File: src/rtl/lfsr_pkg.sv
// Shared constants and FSM encoding for the LFSR keystream generator.
// Latency: n/a (declarations only).
// Backpressure: n/a.
package lfsr_pkg;

    // Fallback state, used after reset, after a zero seed and after a lock-up trap
    localparam logic [127:0] LFSR_DEFAULT_SEED = 128'hDEADBEEF_CAFEBABE_01234567_89ABCDEF;

    // x^128 + x^30 + x^28 + x^3 style tap set on the 128-bit register
    localparam logic [127:0] LFSR_DEFAULT_TAP_MASK = (128'd1 << 127) | (128'd1 << 29)
                                                   | (128'd1 << 27)  | (128'd1 << 2);

    // WARMUP discards output bits, RUN packs them into keystream words
    typedef enum logic [0:0] {
        ST_WARMUP = 1'b0,
        ST_RUN    = 1'b1
    } ks_state_e;

endpackage

File: src/rtl/lfsr_core.sv
// Fibonacci LFSR state register with feedback XOR and all-zero lock-up guard.
// Latency: state and lockup update on the clock edge after step/load.
// Backpressure: none; the register only moves when step or load is asserted.
module lfsr_core
    import lfsr_pkg::*;
#(
    parameter int               WIDTH        = 128,
    parameter logic [WIDTH-1:0] TAP_MASK     = WIDTH'(LFSR_DEFAULT_TAP_MASK),
    parameter logic [WIDTH-1:0] DEFAULT_SEED = WIDTH'(LFSR_DEFAULT_SEED)
) (
    input  logic             clk,
    input  logic             rst,
    input  logic             step,
    input  logic             load,
    input  logic [WIDTH-1:0] load_val,
    output logic [WIDTH-1:0] state,
    output logic             out_bit,
    output logic             lockup
);

    logic [WIDTH-1:0] state_q;
    logic [WIDTH-1:0] state_d;
    logic [WIDTH-1:0] shifted;
    logic             fb;
    logic             lockup_q;
    logic             lockup_d;

    // Next state: load wins over step; a zero seed or a zero successor falls back to DEFAULT_SEED
    always_comb begin
        fb       = ^(state_q & TAP_MASK);
        shifted  = {fb, state_q[WIDTH-1:1]};
        state_d  = state_q;
        lockup_d = 1'b0;
        if (load) begin
            state_d = (load_val == '0) ? DEFAULT_SEED : load_val;
        end else if (step) begin
            if (shifted == '0) begin
                state_d  = DEFAULT_SEED;
                lockup_d = 1'b1;
            end else begin
                state_d  = shifted;
            end
        end
    end

    // State register and single-cycle lock-up pulse
    always_ff @(posedge clk) begin
        if (rst) begin
            state_q  <= DEFAULT_SEED;
            lockup_q <= 1'b0;
        end else begin
            state_q  <= state_d;
            lockup_q <= lockup_d;
        end
    end

    assign state   = state_q;
    assign out_bit = state_q[0];
    assign lockup  = lockup_q;

endmodule

File: src/rtl/lfsr_keystream.sv
// LFSR keystream generator: warm-up discard, then packs serial bits into KS_W-bit words.
// Latency: first word valid the cycle after the KS_W-th RUN step; then one word per KS_W cycles.
// Backpressure: two-entry buffer (accumulator + output register); stepping stalls when both are full.
module lfsr_keystream
    import lfsr_pkg::*;
#(
    parameter int               WIDTH        = 128,
    parameter logic [WIDTH-1:0] TAP_MASK     = WIDTH'(LFSR_DEFAULT_TAP_MASK),
    parameter logic [WIDTH-1:0] DEFAULT_SEED = WIDTH'(LFSR_DEFAULT_SEED),
    parameter int               KS_W         = 8,
    parameter int               WARMUP_STEPS = 256
) (
    input  logic             clk,
    input  logic             rst,
    input  logic             enable,
    input  logic             seed_load,
    input  logic [WIDTH-1:0] seed,
    output logic             ks_valid,
    input  logic             ks_ready,
    output logic [KS_W-1:0]  ks_data,
    output logic             busy,
    output logic             zero_seed_err,
    output logic             lockup,
    output logic [WIDTH-1:0] state_out
);

    localparam int WC_W = (WARMUP_STEPS > 0) ? $clog2(WARMUP_STEPS + 1) : 1;
    localparam int BC_W = (KS_W > 1) ? $clog2(KS_W) : 1;
    localparam logic [WC_W-1:0] WARM_LAST = WC_W'(WARMUP_STEPS);
    localparam logic [BC_W-1:0] BIT_LAST  = BC_W'(KS_W - 1);
    // With no warm-up configured the generator starts straight in RUN
    localparam ks_state_e ST_START = (WARMUP_STEPS > 0) ? ST_WARMUP : ST_RUN;

    ks_state_e        fsm_q, fsm_d;
    logic [WC_W-1:0]  warm_cnt_q, warm_cnt_d;
    logic [BC_W-1:0]  bit_cnt_q, bit_cnt_d;
    logic [KS_W-1:0]  acc_q, acc_d;
    logic             acc_full_q, acc_full_d;
    logic             ks_valid_q, ks_valid_d;
    logic [KS_W-1:0]  ks_data_q, ks_data_d;
    logic             zero_seed_err_q, zero_seed_err_d;
    logic [KS_W-1:0]  word;
    logic             handshake;
    logic             core_step;
    logic             core_bit;
    logic [WIDTH-1:0] core_state;

    assign handshake = ks_valid_q & ks_ready;

    lfsr_core #(
        .WIDTH        (WIDTH),
        .TAP_MASK     (TAP_MASK),
        .DEFAULT_SEED (DEFAULT_SEED)
    ) u_core (
        .clk      (clk),
        .rst      (rst),
        .step     (core_step),
        .load     (seed_load),
        .load_val (seed),
        .state    (core_state),
        .out_bit  (core_bit),
        .lockup   (lockup)
    );

    // Control: reseed flush, warm-up counting, bit packing and the acc -> output transfer
    always_comb begin
        fsm_d           = fsm_q;
        warm_cnt_d      = warm_cnt_q;
        bit_cnt_d       = bit_cnt_q;
        acc_d           = acc_q;
        acc_full_d      = acc_full_q;
        ks_valid_d      = ks_valid_q;
        ks_data_d       = ks_data_q;
        zero_seed_err_d = zero_seed_err_q;
        core_step       = 1'b0;
        word            = acc_q;

        if (seed_load) begin
            // Reseed drops everything buffered, including a word handed over this cycle
            zero_seed_err_d = (seed == '0);
            fsm_d           = ST_START;
            warm_cnt_d      = '0;
            bit_cnt_d       = '0;
            acc_full_d      = 1'b0;
            ks_valid_d      = 1'b0;
        end else begin
            if (handshake) begin
                if (acc_full_q) begin
                    ks_data_d  = acc_q;
                    acc_full_d = 1'b0;
                end else begin
                    ks_valid_d = 1'b0;
                end
            end

            if (fsm_q == ST_WARMUP) begin
                if (enable) begin
                    core_step  = 1'b1;
                    warm_cnt_d = warm_cnt_q + 1'b1;
                    if (warm_cnt_d == WARM_LAST) begin
                        fsm_d = ST_RUN;
                    end
                end
            end else if (enable && !acc_full_q) begin
                core_step       = 1'b1;
                word[bit_cnt_q] = core_bit;
                acc_d           = word;
                if (bit_cnt_q == BIT_LAST) begin
                    bit_cnt_d = '0;
                    // Output register free (or emptying now): move the word straight out
                    if (!ks_valid_q || handshake) begin
                        ks_data_d  = word;
                        ks_valid_d = 1'b1;
                    end else begin
                        acc_full_d = 1'b1;
                    end
                end else begin
                    bit_cnt_d = bit_cnt_q + 1'b1;
                end
            end
        end
    end

    // Control and datapath registers
    always_ff @(posedge clk) begin
        if (rst) begin
            fsm_q           <= ST_START;
            warm_cnt_q      <= '0;
            bit_cnt_q       <= '0;
            acc_q           <= '0;
            acc_full_q      <= 1'b0;
            ks_valid_q      <= 1'b0;
            ks_data_q       <= '0;
            zero_seed_err_q <= 1'b0;
        end else begin
            fsm_q           <= fsm_d;
            warm_cnt_q      <= warm_cnt_d;
            bit_cnt_q       <= bit_cnt_d;
            acc_q           <= acc_d;
            acc_full_q      <= acc_full_d;
            ks_valid_q      <= ks_valid_d;
            ks_data_q       <= ks_data_d;
            zero_seed_err_q <= zero_seed_err_d;
        end
    end

    assign ks_valid      = ks_valid_q;
    assign ks_data       = ks_data_q;
    assign busy          = (fsm_q == ST_WARMUP);
    assign zero_seed_err = zero_seed_err_q;
    assign state_out     = core_state;

endmodule

File: config.mk
export PLATFORM = sky130hd
export DESIGN_NAME = lfsr_keystream
export DESIGN_NICKNAME = d
export VERILOG_FILES = /design/src/rtl/lfsr_pkg.sv /design/src/rtl/lfsr_core.sv /design/src/rtl/lfsr_keystream.sv
export SDC_FILE = /design/constraint.sdc
export NUM_CORES = 1
export LEC_CHECK = 0
export BUFFER_PORTS_ARGS = -buffer_cell sky130_fd_sc_hd__buf_2
export CORE_UTILIZATION = 38
export CTS_CLUSTER_DIAMETER = 60
export DETAILED_ROUTE_END_ITERATION = 8
export PLACE_DENSITY_LB_ADDON = 0.3
export SYNTH_ARGS = -nofsm -noshare
export SYNTH_HDL_FRONTEND = slang
export SYNTH_SLANG_ARGS = --single-unit
File: constraint.sdc
create_clock -name clk -period 6.4 [get_ports clk]
set_input_delay 1.28 -clock clk [delete_from_list [all_inputs] [get_ports clk]]
set_output_delay 1.28 -clock clk [all_outputs]
set_load 0.005 [all_outputs]
==> metrics.cfg, run 1 <==
[run_status]
outcome=finished clean

[floorplan]
io_pins=273
core_um2=20400
floorplan.initialDensity_pct=39.0
die-width_um=147
rows=52
die_h_um=147
die-area_um2=21500

[timing]
hold_violations=0
worstMarginPinSlew_ns=1.05
finalWorstSetupSlack_ns=2.42
skew_ns=0.0103
setup_viol=0
clock.fmax_mhz=251
rsz0062_at_grt=false
fin_crit_sh_pct=62.2
fin_crit_ns=3.98
maxSlewHeadroom_pct=30.3
slew_violations=0
finalSetupTns_ns=0

[yosys]
ys_types=48
syn_area_um2=7940
postSynthAreaPerCell_um2=8.17
syn_nets=1110
syn_inst=972
yosysWarnings=0
yosysSeqAreaShare_pct=40.6
synth_seq_cells=161

[clock_network]
clk_latency_ns=0.43
cts-buffers-inserted=17
postCtsSetupRepairBufs=0
root_buffer=clkbuf_16
cts_hold_buf=0
clk_pin_slew_ns=0.06
clockBufferDepth=2
ctsHtreeMaxLevel=4
ctsResizeCount=0
cts_sinks=161
cts_tree=done

[worst_setup_path]
start_kind=input port
reg2reg_to=u_core.state[122]
worstSetupPathType=input port to flop
worstPathRequired_ns=6.76
crit_start=seed[65]
r2r_slack_ns=3.03
r2r_cells=10
rr_startpoint=u_core.state[27]
endpoint_kind=flop
worst-path-max-fanout=45
crit_end=u_core.state[21]
arrival_ns=4.35

[pwr]
power_density_nw_per_um2=251
leakagePower_nw=3.89
pwr-share-clk_pct=41.0
share_comb_of_total_power_pct=13.7
peakVddDrop_v=0.000169
p_switching_w=0.000695
p_sw_share_pct=27.8
intPower_w=0.00180
seqPwrFrac_pct=45.3

[routing]
vias_per_cell=5.80
drt_pass1_iterations=6
post_drt_wl_per_cell_um=20.1
dr_total_vias=8562
drt_iter0_drc=655
antenna_left=0
drt_wl_total_mm=29.7
post-route-drc-count=0

[global_routing]
grt_pass1_wl_mm=45.6
grt_max_degree=120
grt_usage_pct=27.4
antenna_found_initial=4
grt-ovfl-total=0
grt_pass1_vias=7914

[layout]
area_growth_pct=25.1
nets=1329
fillers=2031
final_common_cell=buf_2
final_cell_mix=buf_2, nand2_1, dfxtp_1
layout-drive-gt1-share_pct=30.7

[placed_design]
pre_cts_ws_ns=2.00
place.gp.congestion=0.891
dp_hpwl_mm=20.6
portBuffers=272

[hold_path]
hold_class=flop to flop

[flow_run]
max_cap_viol_count=0

[worst max-delay path, cell delays in order]
cell and delay, ns:
buf_2 0.12, nor4_1 0.83, nand4_1 0.27, nor4_2 0.71, a31oi_4 0.50, buf_4 0.46, nand2_1 0.13
[stage by stage]
| stage | util, % | std cells | hold slack, ns | total power [W] | area, um2 |
|---|---|---|---|---|---|
| floorplan | - | 972 | 0.453 | 0.00132 | 7940 |
| CTS | 48.7 | 1472 | 0.470 | 0.00250 | 9920 |
| global placement | 45.9 | 1442 | 0.446 | 0.00149 | 9350 |
| global route | 48.8 | 1476 | 0.500 | 0.00259 | 9930 |
| detailed placement | 45.9 | 1442 | 0.460 | 0.00149 | 9350 |
| finish | 48.8 | 1477 | 0.465 | 0.00250 | 9940 |
[power by group through the flow]
stage / combinational (W) / clock [W] / sequential, W
finish: 0.000343 / 0.00102 / 0.00113
global route: 0.000377 / 0.00108 / 0.00114
CTS: 0.000342 / 0.00103 / 0.00113
detailed placement: 0.000341 / 0 / 0.00115
global placement: 0.000338 / 0 / 0.00115
floorplan: 0.000185 / 0 / 0.00113
[synthesized netlist by cell type, drive strengths merged]
| cell type | number | area, um2 |
|---|---|---|
| xnor2 | 4 | 35.0 |
| or4 | 2 | 18.8 |
| o21ba | 1 | 10.0 |
| or2 | 1 | 6.26 |
| inv | 5 | 18.8 |
| dlymetal6s2s | 1 | 12.5 |
| nor4 | 65 | 407 |
| a41oi | 1 | 8.76 |
| nand4 | 15 | 93.8 |
| o22a | 1 | 8.76 |
| xor2 | 5 | 43.8 |
| nor2b | 1 | 6.26 |
| nand2 | 190 | 713 |
| o221ai | 73 | 927 |
| o311ai | 1 | 26.3 |
| nand4b | 1 | 8.76 |
| nor2 | 93 | 349 |
| nand3b | 3 | 22.5 |
| or3 | 74 | 464 |
| o22ai | 13 | 81.3 |
| nand3 | 8 | 40.0 |
| o211ai | 1 | 7.51 |
| a211oi | 14 | 105 |
| a21oi | 121 | 606 |
| and2 | 1 | 7.51 |
| buf | 16 | 141 |
| o41ai | 2 | 17.5 |
| o31ai | 1 | 7.51 |
| ha | 5 | 62.6 |
| nor3b | 3 | 22.5 |
| o21ai | 7 | 35.0 |
| mux2 | 1 | 11.3 |
| nor4b | 1 | 8.76 |
| dfxtp | 161 | 3220 |
| mux2i | 10 | 100 |
| clkbuf | 63 | 240 |
| a31oi | 1 | 6.26 |
| nor3 | 4 | 20.0 |
| and3 | 1 | 6.26 |
| and4 | 1 | 10.0 |
[layer usage]
| metal | part of all wire (%) | vias up | track usage [%] |
|---|---|---|---|
| met3 | 8.1 | 45 | 5.72 |
| met5 | 0 | - | 0 |
| met2 | 47 | 382 | 42.4 |
| li1 | - | 4024 | - |
| met1 | 43 | 4111 | 37.1 |
| met4 | 2.6 | 0 | 10.5 |
[logic make-up (layout without fill, tap and decap cells)]
| family | count (synthesis) | count (layout) | share of synthesized area [%] |
|---|---|---|---|
| and+or+nand+nor | 464 | 464 | 27.8 |
| adders and majority gates | 5 | 5 | 0.788 |
| xor gates and xnor gates | 9 | 9 | 0.993 |
| DFF | 161 | 161 | 40.6 |
| AOI/OAI and AO/OA | 237 | 237 | 23.3 |
| buffers and inverters | 85 | 315 | 5.20 |
| muxes | 11 | 11 | 1.40 |
| other | 0 | 5 | 0 |
[area by class of cell]
| class | count | area, um2 | area share, % |
|---|---|---|---|
| Multi-Input combinational cell | 726 | 4340 | 43.6 |
| Tap cell | 270 | 338 | 3.40 |
| Clock buffer | 20 | 467 | 4.70 |
| Clock inverter | 10 | 111 | 1.12 |
| Sequential cell | 161 | 3220 | 32.4 |
| Antenna cell | 5 | 12.5 | 0.126 |
| Inverter | 5 | 21.3 | 0.214 |
| Timing Repair Buffer | 280 | 1430 | 14.4 |
[worst min-delay path by stage]
stage | start | end | cells after the start
4_1_cts | zero_seed_err | zero_seed_err | 2
5_1_grt | zero_seed_err | zero_seed_err | 2
3_5_place_dp | zero_seed_err | zero_seed_err | 2
3_3_place_gp | zero_seed_err | zero_seed_err | 2
2_1_floorplan | zero_seed_err | zero_seed_err | 2
6_report | zero_seed_err | zero_seed_err | 2
[state kept, by name, summed over array words and instances (netlist names)]
register	flops
acc_q	8
zero_seed_err	1
ks_data	8
u_core.lockup	1
ks_valid	1
u_core.state	128
acc_full_q	1
warm_cnt_q	9
bit_cnt_q	3
fsm_q	1
Note: power is estimated with default switching activity, not from simulation.
==> run 2: changes to the inputs <==
- ABC_AREA: default -> 1
- clock period: 6.4 -> 3.7 ns (I/O delays scaled with it)
==> metrics.cfg, run 2 <==
[yosys]
yosysSeqAreaShare_pct=39.6  ; -1.0 points
synth_xor_area_share_pct=0.753  ; -0.24 points
syn_nets=1309  ; +18%
synth_top_area_share_pct=39.6  ; -1.0 points
syn_area_um2=8140  ; +2.5%
synth_seq_cells=161  ; unchanged
syn_inst=1171  ; +20%
synthFlopType=dfxtp_1
yosysMostFrequentCell=nand2_1
postSynthAreaPerCell_um2=6.95  ; -15%
yosysWarnings=0  ; unchanged
synth_edf_count=0  ; unchanged
yosys.area.top_type=dfxtp_1
ys_top_cells_by_area=dfxtp_1, nand2_1, nor2_1
synth_compound_area_share_pct=22.3  ; -0.99 points
synth_top_family_by_area=simple AND/OR/NAND/NOR gates
synth-simple-area-share_pct=28.6  ; +0.87 points
ys_types=33  ; -31%
synth_mux_area_share_pct=0.984  ; -0.42 points
synth_commonest_cells=nand2_1, nor2_1, dfxtp_1
synth_fa_ha_area_share_pct=0.768  ; -0.019 points
async_flop_share_pct=0  ; unchanged

[floorplan]
floorplan.initialDensity_pct=38.7  ; -0.26 points
die_h_um=148  ; +1.2%
core_um2=21000  ; +3.2%
io_pins=273  ; unchanged
rows=53  ; +1.9%
die-area_um2=22000  ; +2.5%
die-width_um=148  ; +1.2%

[layout]
fin_area_um2=10200  ; +2.6%
nets=1531  ; +15%
largest_register_ffs=128  ; unchanged
area_growth_pct=25.2  ; about the same
regArea_um2=3220  ; unchanged
multi_input_area_um2=4370  ; +0.72%
final_cell_mix=buf_2, nand2_1, nor2_1
fillers=2201  ; +8.4%
layout-drive-gt1-share_pct=23.3  ; -7.4 points
final_common_cell=buf_2

[timing]
finalSetupTns_ns=0  ; unchanged
clock.fmax_mhz=342
maxSlewHeadroom_pct=32.6  ; +2.3 points
fin_crit_sh_pct=79.0
skew_ns=0.0110  ; +0.000657 ns
hold_violations=0  ; unchanged
fin_crit_ns=2.92
slew_violations=0  ; unchanged
rsz0062_at_grt=false
setup_viol=0  ; unchanged
worstMarginPinSlew_ns=1.01  ; -0.0363 ns

[routing]
dr_total_vias=9130  ; +6.6%
drt_pass1_iterations=5  ; -1
post_drt_wl_per_cell_um=16.4  ; -18%
drt_wl_total_mm=27.6  ; -7.1%
vias_per_cell=5.43  ; -6.4%
drt_iter0_drc=575  ; -12%
antenna_left=0  ; unchanged
post-route-drc-count=0  ; unchanged

[global_routing]
antenna_found_initial=1  ; -3
grt_usage_pct=24.9  ; -2.5 points
grt_pass1_vias=8197  ; +3.6%
grt_pass1_wl_mm=43.2  ; -5.3%
grt-ovfl-total=0  ; unchanged
grt_max_degree=85  ; -29%

[clock_network]
clockBufferDepth=2  ; unchanged
cts_sinks=161  ; unchanged
clk_latency_ns=0.43  ; about the same
cts_hold_buf=0  ; unchanged
cts-buffers-inserted=17  ; unchanged
postCtsSetupRepairBufs=0  ; unchanged
clk_pin_slew_ns=0.07  ; about the same
cts_tree=done
ctsResizeCount=0  ; unchanged
ctsHtreeMaxLevel=4  ; unchanged
root_buffer=clkbuf_16

[worst_setup_path]
worstPathRequired_ns=4.05  ; -2.71 ns
start_kind=flop
endpoint_kind=flop
worst-path-max-fanout=44  ; -2.2%
worstSetupPathType=flop to flop
arrival_ns=3.27  ; -1.08 ns

[pwr]
peakVddDrop_v=0.000286  ; +69%
power_density_nw_per_um2=426  ; +70%
leakagePower_nw=4.29  ; +10%

[placed_design]
place.gp.congestion=0.853  ; -4.3%
dp_hpwl_mm=19.3  ; -6.4%
dpl_cell_area_um2=9610  ; +2.8%
portBuffers=272  ; unchanged

[flow_run]
max_cap_viol_count=0  ; unchanged

[run_status]
outcome=finished clean

[hold_path]
hold_class=flop to flop

==> run 2: cell count changes in the layout (fill, tap and decap cells not counted), moves of 46 or more <==
cell | previous run | this run
o21ai_0 | 7 | 99
nand2_1 | 189 | 262
nand3_1 | 8 | 97
nor2_1 | 93 | 193
o221ai_2 | 46 | 0
or3_1 | 73 | 0
a221oi_1 | 0 | 66
a21oi_1 | 121 | 35
nor4_1 | 63 | 3
==> run 2: kinds of logic after synthesis <==
logic type | count (synthesis)
adder cells (fa/ha/maj) | 5
buffers and inverters | 128
multiplexers | 8
AO/OA/AOI/OAI | 287
flip-flops | 161
XOR/XNOR | 7
AND/OR/NAND/NOR | 575
==> run 2: per-stage QoR <==
step / utilization, % / setup slack [ns] / cells / hold slack (ns) / power, W
after floorplan: - / 1.87 / 1171 / 0.446 / 0.00231
after global placement: 45.7 / 0.736 / 1649 / 0.440 / 0.00262
after detailed placement: 45.7 / 0.669 / 1649 / 0.454 / 0.00262
after CTS: 48.5 / 0.780 / 1681 / 0.473 / 0.00437
after global routing: 48.5 / 0.485 / 1682 / 0.506 / 0.00455
final: 48.5 / 0.778 / 1682 / 0.477 / 0.00434
==> run 2: worst max-delay path: stages (launching register included) <==
cell and delay (ns):
dfxtp_1 0.51, xnor2_1 0.14, xnor2_1 0.13, inv_1 0.08, ha_1 0.23, nand2_1 0.07, nor2_1 0.10, nand2_1 0.07
nor2_1 0.14, nand2_2 0.24, nor2_4 0.56, buf_12 0.31, o21ai_0 0.11, nand3_1 0.13
==> run 2: path summary, 6_finish.rpt <==
| path | startpoint | endpoint | slack [ns] | cells after the start |
|---|---|---|---|---|
| worst max-delay path | u_core.state[27] | u_core.state[8] | 0.78 | 13 |
| worst min-delay path | acc_full_q | acc_full_q | 0.48 | 2 |
| worst max register to register | u_core.state[27] | u_core.state[8] | 0.78 | 13 |
| worst min register to register | acc_full_q | acc_full_q | 0.48 | 2 |
==> run 2: cell type report <==
| cell class | instances | share of cell area [%] |
|---|---|---|
| Sequential cell | 161 | 31.6 |
| Tap cell | 275 | 3.38 |
| Timing Repair Buffer | 282 | 14.6 |
| Clock buffer | 19 | 4.44 |
| Multi-Input combinational cell | 882 | 42.8 |
| Inverter | 49 | 1.80 |
| Clock inverter | 13 | 1.24 |
| Antenna cell | 1 | 0.0246 |
==> run 2: where the power goes <==
group	internal [W]	leakage [nW]	switching, W
combinational	0.000269	2.68	0.000340
clock	0.000975	0.279	0.000777
sequential	0.00185	1.33	0.000131
total	0.00309	4.29	0.00125
==> run 2: per-layer routing <==
| layer | wire length (um) | track usage, % |
|---|---|---|
| met1 | 12600 | 33.6 |
| met2 | 12600 | 39.6 |
| met3 | 1630 | 3.62 |
| met4 | 760 | 10.6 |
| met5 | 0 | 0 |
==> run 3: changes to the inputs <==
- ABC_AREA: 1 -> 0
- clock period: 3.7 -> 2.4 ns (I/O delays scaled with it)
==> metrics.cfg, run 3 (synthesized netlist as in run 1, its figures left out) <==
[clock_network]
cts_tree=done
clk_pin_slew_ns=0.07  ; about the same
root_buffer=clkbuf_16
cts-buffers-inserted=17  ; unchanged
ctsHtreeMaxLevel=4  ; unchanged
clk_latency_ns=0.42  ; about the same
clockBufferDepth=2  ; unchanged
cts_hold_buf=0  ; unchanged
cts_sinks=161  ; unchanged

[placed_design]
dp_hpwl_mm=22.0  ; +14%
pre_cts_ws_ns=-0.276  ; -0.946 ns
portBuffers=272  ; unchanged
place.gp.congestion=0.858  ; +0.57%

[timing]
worstMarginPinSlew_ns=0.975  ; -0.0345 ns
finalWorstSetupSlack_ns=-0.0862  ; -0.864 ns
fin_crit_sh_pct=104  ; +25 points
maxSlewHeadroom_pct=34.8  ; +2.2 points
hold_violations=0  ; unchanged
skew_ns=0.0108  ; -0.000209 ns
fin_crit_ns=2.49  ; -0.436 ns
slew_violations=0  ; unchanged
rsz0062_at_grt=true
setup_viol=78  ; +78
finalSetupTns_ns=-3.65  ; -3.65 ns
clock.fmax_mhz=402  ; +18%

[routing]
drt_wl_total_mm=30.4  ; +9.9%
vias_per_cell=5.64  ; +3.9%
drt_pass1_iterations=5  ; unchanged
antenna_left=0  ; unchanged
post-route-drc-count=0  ; unchanged
drt_iter0_drc=662  ; +15%
post_drt_wl_per_cell_um=19.0  ; +16%
dr_total_vias=8999  ; -1.4%

[pwr]
p_sw_share_pct=28.1  ; -0.68 points
peakVddDrop_v=0.000468  ; +64%
seqPwrFrac_pct=44.1  ; -1.5 points
leakagePower_nw=4.55  ; +6.1%
power_density_nw_per_um2=605  ; +42%
p_switching_w=0.00189  ; +51%
share_comb_of_total_power_pct=17.6  ; +3.6 points
pwr-share-clk_pct=38.4  ; -1.9 points
intPower_w=0.00483  ; +56%

[worst_setup_path]
worstSetupPathType=flop to flop
r2r_slack_ns=-0.09  ; -0.86 ns
rr_startpoint=u_core.state[104]
r2r_cells=9  ; -4
worstPathRequired_ns=2.77  ; -1.28 ns
worst-path-max-fanout=10  ; -77%
start_kind=flop
reg2reg_to=u_core.state[87]
endpoint_kind=flop
arrival_ns=2.85  ; -0.42 ns

[layout]
fillers=1910  ; -13%
layout-drive-gt1-share_pct=38.1  ; +15 points
final_common_cell=buf_2
largest_register_ffs=128  ; unchanged
final_cell_mix=buf_2, nand2_1, dfxtp_1
regArea_um2=3230  ; +0.16%
area_growth_pct=39.9
multi_input_area_um2=4430  ; +1.4%
nets=1451  ; -5.2%

[global_routing]
grt_usage_pct=28.0  ; +3.1 points
antenna_found_initial=0  ; -1
grt_pass1_wl_mm=46.9  ; +8.8%
grt-ovfl-total=0  ; unchanged
grt_max_degree=86  ; +1.2%
grt_pass1_vias=8467  ; +3.3%

[floorplan]
die_h_um=147  ; -1.2%
die-width_um=147  ; -1.2%
rows=52  ; -1.9%
io_pins=273  ; unchanged
die-area_um2=21500  ; -2.4%
core_um2=20400  ; -3.1%
floorplan.initialDensity_pct=39.0  ; +0.26 points

[flow_run]
max_cap_viol_count=0  ; unchanged

[run_status]
violations=setup timing
outcome=finished, violations left

[hold_path]
holdPathEnd=acc_full_q
hold_path_depth=2  ; unchanged
hold_class=input port to flop
worstHoldStart=ks_ready

run 3: area by class of cell:
type / count / share of cell area [%]
Clock inverter: 10 / 0.800
Timing Repair Buffer: 402 / 22.9
Tap cell: 270 / 3.04
Multi-Input combinational cell: 726 / 39.9
Antenna cell: 1 / 0.0225
Inverter: 5 / 0.192
Clock buffer: 20 / 4.11
Sequential cell: 161 / 29.1
run 3: power groups by stage:
stage / combinational, W / clock, W / sequential [W]
floorplan: 0.000493 / 0 / 0.00302
global placement: 0.00114 / 0 / 0.00301
detailed placement: 0.00116 / 0 / 0.00300
CTS: 0.00117 / 0.00260 / 0.00296
global route: 0.00128 / 0.00272 / 0.00298
finish: 0.00118 / 0.00258 / 0.00296
run 3: timing repair:
| item | in CTS | in global routing |
|---|---|---|
| endpoints found under the setup margin | 78 | 78 |
| gates cloned | 0 | 1 |
| resized for setup | 18 | 3 |
| setup buffers | 5 | 0 |
| pin swaps | 6 | 2 |
run 3: routing by layer:
layer	track usage, %	share of wire [%]
met1	37.7	44
met2	45.1	47
met3	6.19	8.1
met4	7.24	1.4
met5	0	0
run 3: worst max-delay path by stage:
stage,from,to,cells past startpoint
4_1_cts,u_core.state[104],u_core.state[27],9
3_5_place_dp,u_core.state[4],u_core.state[108],8
5_1_grt,u_core.state[29],u_core.state[119],12
6_report,u_core.state[104],u_core.state[87],9
2_1_floorplan,u_core.state[29],u_core.state[19],10
3_3_place_gp,u_core.state[4],u_core.state[85],8
run 3: per-stage QoR:
step	instances	area (um2)	power (W)	hold slack, ns	utilization, %
3_5_place_dp	1558	10400	0.00416	0.463	51.0
5_1_grt	1594	11100	0.00698	0.253	54.5
4_1_cts	1593	11100	0.00673	0.249	54.3
3_3_place_gp	1558	10400	0.00415	0.452	51.0
6_report	1595	11100	0.00672	0.268	54.5
2_1_floorplan	972	7940	0.00351	0.453	-
run 3: worst max-delay path: stages, from the launching register on:
cell and delay (ns):
dfxtp_1 0.32, nor4_1 0.29, buf_4 0.16, nand4_1 0.13, or4_4 0.61, o311ai_4 0.37
buf_6 0.19, buf_12 0.14, o221ai_1 0.13, nand2_1 0.09
